$ cat config.mk
export PLATFORM = sky130hd
export DESIGN_NAME = gpio_in_capture
export DESIGN_NICKNAME = d
export VERILOG_FILES = /design/src/rtl/gpio_in_capture.sv
export SDC_FILE = /design/constraint.sdc
export NUM_CORES = 1
export LEC_CHECK = 0
export ABC_AREA = 1
export CORE_MARGIN = 1.5
export CORE_UTILIZATION = 24
export CTS_CLUSTER_DIAMETER = 80
export DETAILED_ROUTE_END_ITERATION = 8
export PLACE_DENSITY_LB_ADDON = 0.08
export SYNTH_ARGS = -nofsm -noshare
export SYNTH_HDL_FRONTEND = slang
export SYNTH_SLANG_ARGS = --single-unit
$ cat constraint.sdc
create_clock -name clk -period 1.55 [get_ports clk]
set_input_delay 0.31 -clock clk [delete_from_list [all_inputs] [get_ports clk]]
set_output_delay 0.31 -clock clk [all_outputs]
set_load 0.02 [all_outputs]
$ cat src/rtl/gpio_in_capture.sv
// gpio_in_capture: GPIO input receiver.
// The pins are synchronized (2 flops), debounced per bit, and edge-detected.
// Enabled edges latch into sticky write-1-to-clear status bits, which drive a
// single level interrupt.
// Optional feature macro: GPIO_IN_CAPTURE_TIMESTAMP_EN. It adds a free-running
// 16-bit timestamp that records when the first event arrives while all flags
// are clear.
module gpio_in_capture #(
   parameter int unsigned WIDTH           = 8,
   parameter int unsigned DEBOUNCE_CYCLES = 4,
   parameter int unsigned CNT_W           = 8
) (
   input  logic             clk,
   input  logic             rst,
   input  logic [WIDTH-1:0] gpio_in,
   input  logic [WIDTH-1:0] rise_en,
   input  logic [WIDTH-1:0] fall_en,
   input  logic [WIDTH-1:0] irq_en,
   input  logic             clr_valid,
   input  logic [WIDTH-1:0] clr_mask,
   output logic [WIDTH-1:0] level,
   output logic [WIDTH-1:0] status,
   output logic             irq
`ifdef GPIO_IN_CAPTURE_TIMESTAMP_EN
   ,
   output logic [15:0]      ts_first,
   output logic             ts_valid
`endif
);

   typedef enum logic {ST_STABLE = 1'b0, ST_QUALIFY = 1'b1} db_state_t;

   // Reject parameter sets the counter cannot represent.
   if (DEBOUNCE_CYCLES >= (64'd1 << CNT_W)) begin : g_bad_cnt
      $error("gpio_in_capture: DEBOUNCE_CYCLES must be < 2**CNT_W");
   end
   if (WIDTH < 1 || WIDTH > 32) begin : g_bad_width
      $error("gpio_in_capture: WIDTH must be 1..32");
   end

   logic [WIDTH-1:0] sync_meta;
   logic [WIDTH-1:0] sync_q;
   logic [WIDTH-1:0] level_q;
   logic [WIDTH-1:0] evt_c;
   logic [WIDTH-1:0] status_nxt_c;

   // Two-flop synchronizer for the asynchronous pins.
   always_ff @(posedge clk or negedge rst) begin
      if (!rst) begin
         sync_meta <= '0;
         sync_q    <= '0;
      end else begin
         sync_meta <= gpio_in;
         sync_q    <= sync_meta;
      end
   end

   if (DEBOUNCE_CYCLES == 0) begin : g_no_debounce
      assign level = sync_q;
   end else begin : g_debounce
      for (genvar i = 0; i < int'(WIDTH); i++) begin : g_bit
         db_state_t        state_q, state_d;
         logic [CNT_W-1:0] cnt_q, cnt_d;
         logic             lvl_q, lvl_d;

         // Debounce state, counter and accepted level for this bit.
         always_ff @(posedge clk or negedge rst) begin
            if (!rst) begin
               state_q <= ST_STABLE;
               cnt_q   <= '0;
               lvl_q   <= 1'b0;
            end else begin
               state_q <= state_d;
               cnt_q   <= cnt_d;
               lvl_q   <= lvl_d;
            end
         end

         // Accept a change only after it persists through DEBOUNCE_CYCLES more samples.
         always_comb begin
            state_d = state_q;
            cnt_d   = cnt_q;
            lvl_d   = lvl_q;
            case (state_q)
               ST_STABLE: begin
                  if (sync_q[i] != lvl_q) begin
                     cnt_d   = CNT_W'(1);
                     state_d = ST_QUALIFY;
                  end else begin
                     cnt_d = '0;
                  end
               end
               ST_QUALIFY: begin
                  if (sync_q[i] == lvl_q) begin
                     cnt_d   = '0;
                     state_d = ST_STABLE;
                  end else if (cnt_q == CNT_W'(DEBOUNCE_CYCLES)) begin
                     lvl_d   = sync_q[i];
                     cnt_d   = '0;
                     state_d = ST_STABLE;
                  end else begin
                     cnt_d = cnt_q + CNT_W'(1);
                  end
               end
            endcase
         end

         assign level[i] = lvl_q;
      end
   end

   // Edge events and the next sticky status; a new event wins over a clear.
   always_comb begin
      evt_c        = ((level & ~level_q) & rise_en) | ((~level & level_q) & fall_en);
      status_nxt_c = (status & ~(clr_mask & {WIDTH{clr_valid}})) | evt_c;
   end

   // Previous level for edge compare, and the status register.
   always_ff @(posedge clk or negedge rst) begin
      if (!rst) begin
         level_q <= '0;
         status  <= '0;
      end else begin
         level_q <= level;
         status  <= status_nxt_c;
      end
   end

   // Interrupt follows status and the mask without an extra cycle.
   assign irq = |(status & irq_en);

`ifdef GPIO_IN_CAPTURE_TIMESTAMP_EN
   logic [15:0] ts_cnt;

   // Free-running timestamp; capture it for the first event after all flags clear.
   always_ff @(posedge clk or negedge rst) begin
      if (!rst) begin
         ts_cnt   <= '0;
         ts_first <= '0;
         ts_valid <= 1'b0;
      end else begin
         ts_cnt   <= ts_cnt + 16'd1;
         ts_valid <= |status_nxt_c;
         if ((status == '0) && (|evt_c)) begin
            ts_first <= ts_cnt;
         end
      end
   end
`endif

endmodule

**Yosys cells after proc, flatten, opt, wreduce, memory -nomap -nowiden**

Cells that the tools add are included.

- Flip-flop bits (word level): 112
- Bits of input ports: 43
- Output and inout port bits: 17
- Word-level logic and storage cells: 161

- $add $sub $neg: 8
- Equality and inequality tests: 24
- Muxes and demuxes: 64
- Bitwise logic cells: 28
- Reduce and logical (&&, ||, !) cells: 9

Operators with widths:

| cell | number |
|---|---|
| 8-bit 2-to-1 mux | 16 |
| 8-bit case mux with 2 select lines | 8 |
| 8-bit by 1-bit adder with 8-bit output (second input constant) | 8 |
| 8-bit by 3-bit == test with 1-bit output (second input constant) | 8 |
| 8-bit AND | 7 |
| 1-bit 2-to-1 mux | 32 |
| 8-bit NOT | 3 |
| 3-bit AND reduction | 8 |
| 1-bit NOT | 16 |
| 8-bit OR | 2 |
| 1-bit case mux with 2 select lines | 8 |
| 1-bit == test | 8 |
| 1-bit != test | 8 |
| 8-bit OR reduction | 1 |

**Longest topological paths before layout**

Gate-level depths: netlist of run 1.

- Word-level depth: 5
- Gate-level depth with buffers: 7
- Mapped depth without buffers: 7

**Worst setup path before layout of run 1**

Ideal clock, no wire load.

- Path type: register to output
- Start point: reg status[6]
- End point: out irq
- Arrival: 0.906 ns
- Data required time: 1.240 ns
- Setup slack: 0.334 ns
- Cell stages (with the launch flop): 5
- Buffers on the path: 0
- Cells stage by stage: dfrtp_1 -> nand2_1 -> nand2_1 -> a21oi_1 -> nand4_1

- Longest elaborated chain between the ends: 2

RTL lines:

| item | RTL line | source |
|---|---|---|
| from (decl) | 22 | `output logic [WIDTH-1:0] status,` |
| from (signal assigned) | 125 | `status <= status_nxt_c;` |
| 8-bit AND | 130 | `assign irq = \|(status & irq_en);` |
| 8-bit OR reduction | 130 |  |
| to (decl) | 23 | `output logic irq` |

No other way between the ends.

**Worst setup path after layout of run 1**

- Start point: reg status[7]
- End point: out irq

The elaborated chain is that of the path after synthesis.

==> results of run 1 <==
-- placed cells by master, fill, tap and decap left out, drive strengths merged --
cell type and n:
nand2 198, dlygate4sd3 1, dfrtp 112, clkinv 1
buf 22, clkinvlp 1, o21ai 16, clkdlybuf4s15 3
o211ai 8, nor2b 1, a21oi 14, inv 103
clkbuf 13, nand4 8, dlygate4sd2 12, xor2 5
nor2 135, ha 16, clkdlybuf4s50 41, nand3 58
xnor2 9
-- final timing paths --
path	startpoint	endpoint	cells past startpoint	slack, ns
worst min register to register	sync_meta[0]	sync_q[0]	0	0.35
worst max register to register	g_debounce.g_bit[5].cnt_q[0]	g_debounce.g_bit[5].cnt_q[6]	7	0.21
worst max-delay path	status[7]	irq	6	-0.12
max in group asynchronous	rst	g_debounce.g_bit[5].cnt_q[5]	3	0.61
min in group asynchronous	rst	status[4]	2	0.42
worst min-delay path	sync_meta[0]	sync_q[0]	0	0.35
-- layer usage --
| layer | routed length (um) | part of all wire [%] | global-route usage, % |
|---|---|---|---|
| met5 | 0 | 0 | 0 |
| met2 | 5770 | 48 | 18.0 |
| met3 | 403 | 3.3 | 2.58 |
| met4 | 208 | 1.7 | 3.72 |
| met1 | 5660 | 47 | 13.4 |
-- power by group through the flow --
stage / sequential [mW] / combinational [mW] / clock, mW
6_report: 3.52 / 1.88 / 2.21
2_1_floorplan: 3.62 / 1.07 / 0
4_1_cts: 3.53 / 1.91 / 2.35
3_5_place_dp: 3.59 / 1.99 / 0
5_1_grt: 3.58 / 2.15 / 2.46
3_3_place_gp: 3.57 / 1.99 / 0
-- repair_timing --
| action | 4_1_cts | 5_1_grt |
|---|---|---|
| pin swaps | 0 | 0 |
| setup endpoints to repair | 17 | 3 |
| hold buffers | 1 | 0 |
| endpoints found under the hold margin | 15 | 0 |
| resized for setup | 26 | 5 |
| gates cloned | 0 | 0 |
-- registers in the layout, summed over array words and instances (netlist names) --
register                  flops
level_q                       8
sync_q                        8
status                        8
sync_meta                     8
g_debounce.g_bit.lvl_q        8
g_debounce.g_bit.state_q      8
g_debounce.g_bit.cnt_q       64
-- stage by stage --
stage          util (%)  cell area, um^2  cells  hold WS [ns]  setup WS, ns
2_1_floorplan         -             5600    692        0.0144         0.334
3_3_place_gp       29.4             6700   1075         0.263        -0.533
3_5_place_dp       29.4             6700   1075         0.258        -0.532
4_1_cts            30.6             6970   1090         0.354        -0.178
5_1_grt            30.6             6970   1090         0.359        -0.235
6_report           30.6             6970   1090         0.351        -0.121
-- cell families after synthesis --
logic type / after synthesis / synth area share, %
flops: 112 / 50.1
compound gates: 38 / 3.96
simple gates: 400 / 32.2
buf+inv: 112 / 8.04
fa+ha+maj: 16 / 3.58
xor+xnor: 14 / 2.19
-- critical path, cell delays in order, from the launching register on --
cell and delay (ns):
dfrtp_1 0.39, nand2_1 0.07, nand2_1 0.07, a21oi_2 0.10, buf_4 0.14, nand4_1 0.10
buf_6 0.15
-- layout make-up --
class                           count  area, um^2  share of cell area [%]
Sequential cell                   112        2800                    40.2
Multi-Input combinational cell    468        2350                    33.7
Timing Repair Buffer               80         769                    11.0
Tap cell                          313         392                    5.62
Inverter                          103         387                    5.54
Clock buffer                       12         256                    3.68
Clock inverter                      2        16.3                   0.233
==> impl_metrics.toml, run 1 <==
[run_status]
status = "complete, but fails checks"
failed_checks = "setup timing"

[routing]
drt-pass1-iter-count = 4
wl_um = 12000
drtIter0Drc = 186
dr_total_vias = 4362
drc = 0
ant_nets = 0
vias_per_cell = 4.00
routedWlPerCell_um = 11.0

[pwr]
leakage_nw = 3.22
finalPower_mw = 7.61
comb_power_share_pct = 24.7
clockPowerShare_pct = 29.0
switchingPower_mw = 2.41
swShare_pct = 31.7
seqPwrFrac_pct = 46.2
vdd_drop_max_uv = 450
power_density_nw_per_um2 = 1090
p_int_mw = 5.20

[floorplanning]
die_h_um = 156
fp.dieW_um = 156
io-pin-count = 60
coreArea_um2 = 22800
start_util_pct = 24.6
die_area_um2 = 24300
fp-row-count = 55

[synthesis]
yosys_warnings = 0
synth_cell_types = 22
yosys.cell_count.top_type = "nand2_1"
synth_top_area_share_pct = 50.1
synthesis.area_um2 = 5600
yosysTopAreaCell = "dfrtp_1"
syn_nets = 751
yosys-top-cells-count = "nand2_1 (175), dfrtp_1 (112), nor2_1 (105)"
synth_flop_cell = "dfrtp_1"
synth_seq_cells = 112
yosys-top-cells-area = "dfrtp_1 (50%), nand2_1 (12%), nor2_1 (7.0%)"
synth_edf_count = 0
synthCells = 692
ys_seq_area_share_pct = 50.1
ys_async_sr_fraction_pct = 100
avgSynthCellArea_um2 = 8.09

[timing]
worst_pin_slew_ns = 0.366
finalSetupViolations = 1
finalHoldViolations = 0
layout_setup_ws_ns = -0.121
fin_tns_setup_ns = -0.121
rsz0062_at_grt = "yes"
finalMaxSlewViolations = 0
skew_ns = 0.0104
maxSlewHeadroom_pct = 75.6
post-route-period-util_pct = 108
max_freq_mhz = 598
timing.final.crit_period_ns = 1.67

[critical_path]
crit_required_ns = 1.24
path_class = "register to output port"
critPathArrivalTime_ns = 1.36
cp_max_fo = 2
startpoint_type = "register"
end_kind = "output port"

[clocking]
clock_latency_ns = 0.35
cts-htree-levels = 3
cts.sinks = 112
root_buffer = "clkbuf_16"
cts_setup_buffers = 0
cts_tree = "done"
cts.clk_slew.worst_paths_ns = 0.07
numCtsBuffers = 9
clock_path_buffers = 2

[global_route]
grt_pass1_vias = 4330
grt_pass1_wl_um = 20600
antenna_found_initial = 0
grt_max_degree = 28
grt_overflow = 0
track_usage_pct = 10.7

[final_layout]
drive_above_1_share_pct = 12.9
nets = 833
syn_to_final_growth_pct = 24.6
antenna_cells = 0
fillCellCount = 2413

[place]
place_congestion = 0.741
dpl.hpwl_um = 9110
io_buffer_count = 59

[run]
cap_violations = 0

[worst_hold_path]
min_path_type = "register to register"
(Power assumes the default switching activity.)
==> run 2: changes to the inputs <==
--- a/config.mk
+++ b/config.mk
@@ -11,6 +11,7 @@
 export CTS_CLUSTER_DIAMETER = 80
 export DETAILED_ROUTE_END_ITERATION = 8
 export PLACE_DENSITY_LB_ADDON = 0.08
+export SLEW_MARGIN = 20
 export SYNTH_ARGS = -nofsm -noshare
 export SYNTH_HDL_FRONTEND = slang
 export SYNTH_SLANG_ARGS = --single-unit
==> results of run 2 <==
The final DEF is identical to that of run 1; final timing and power are the same.
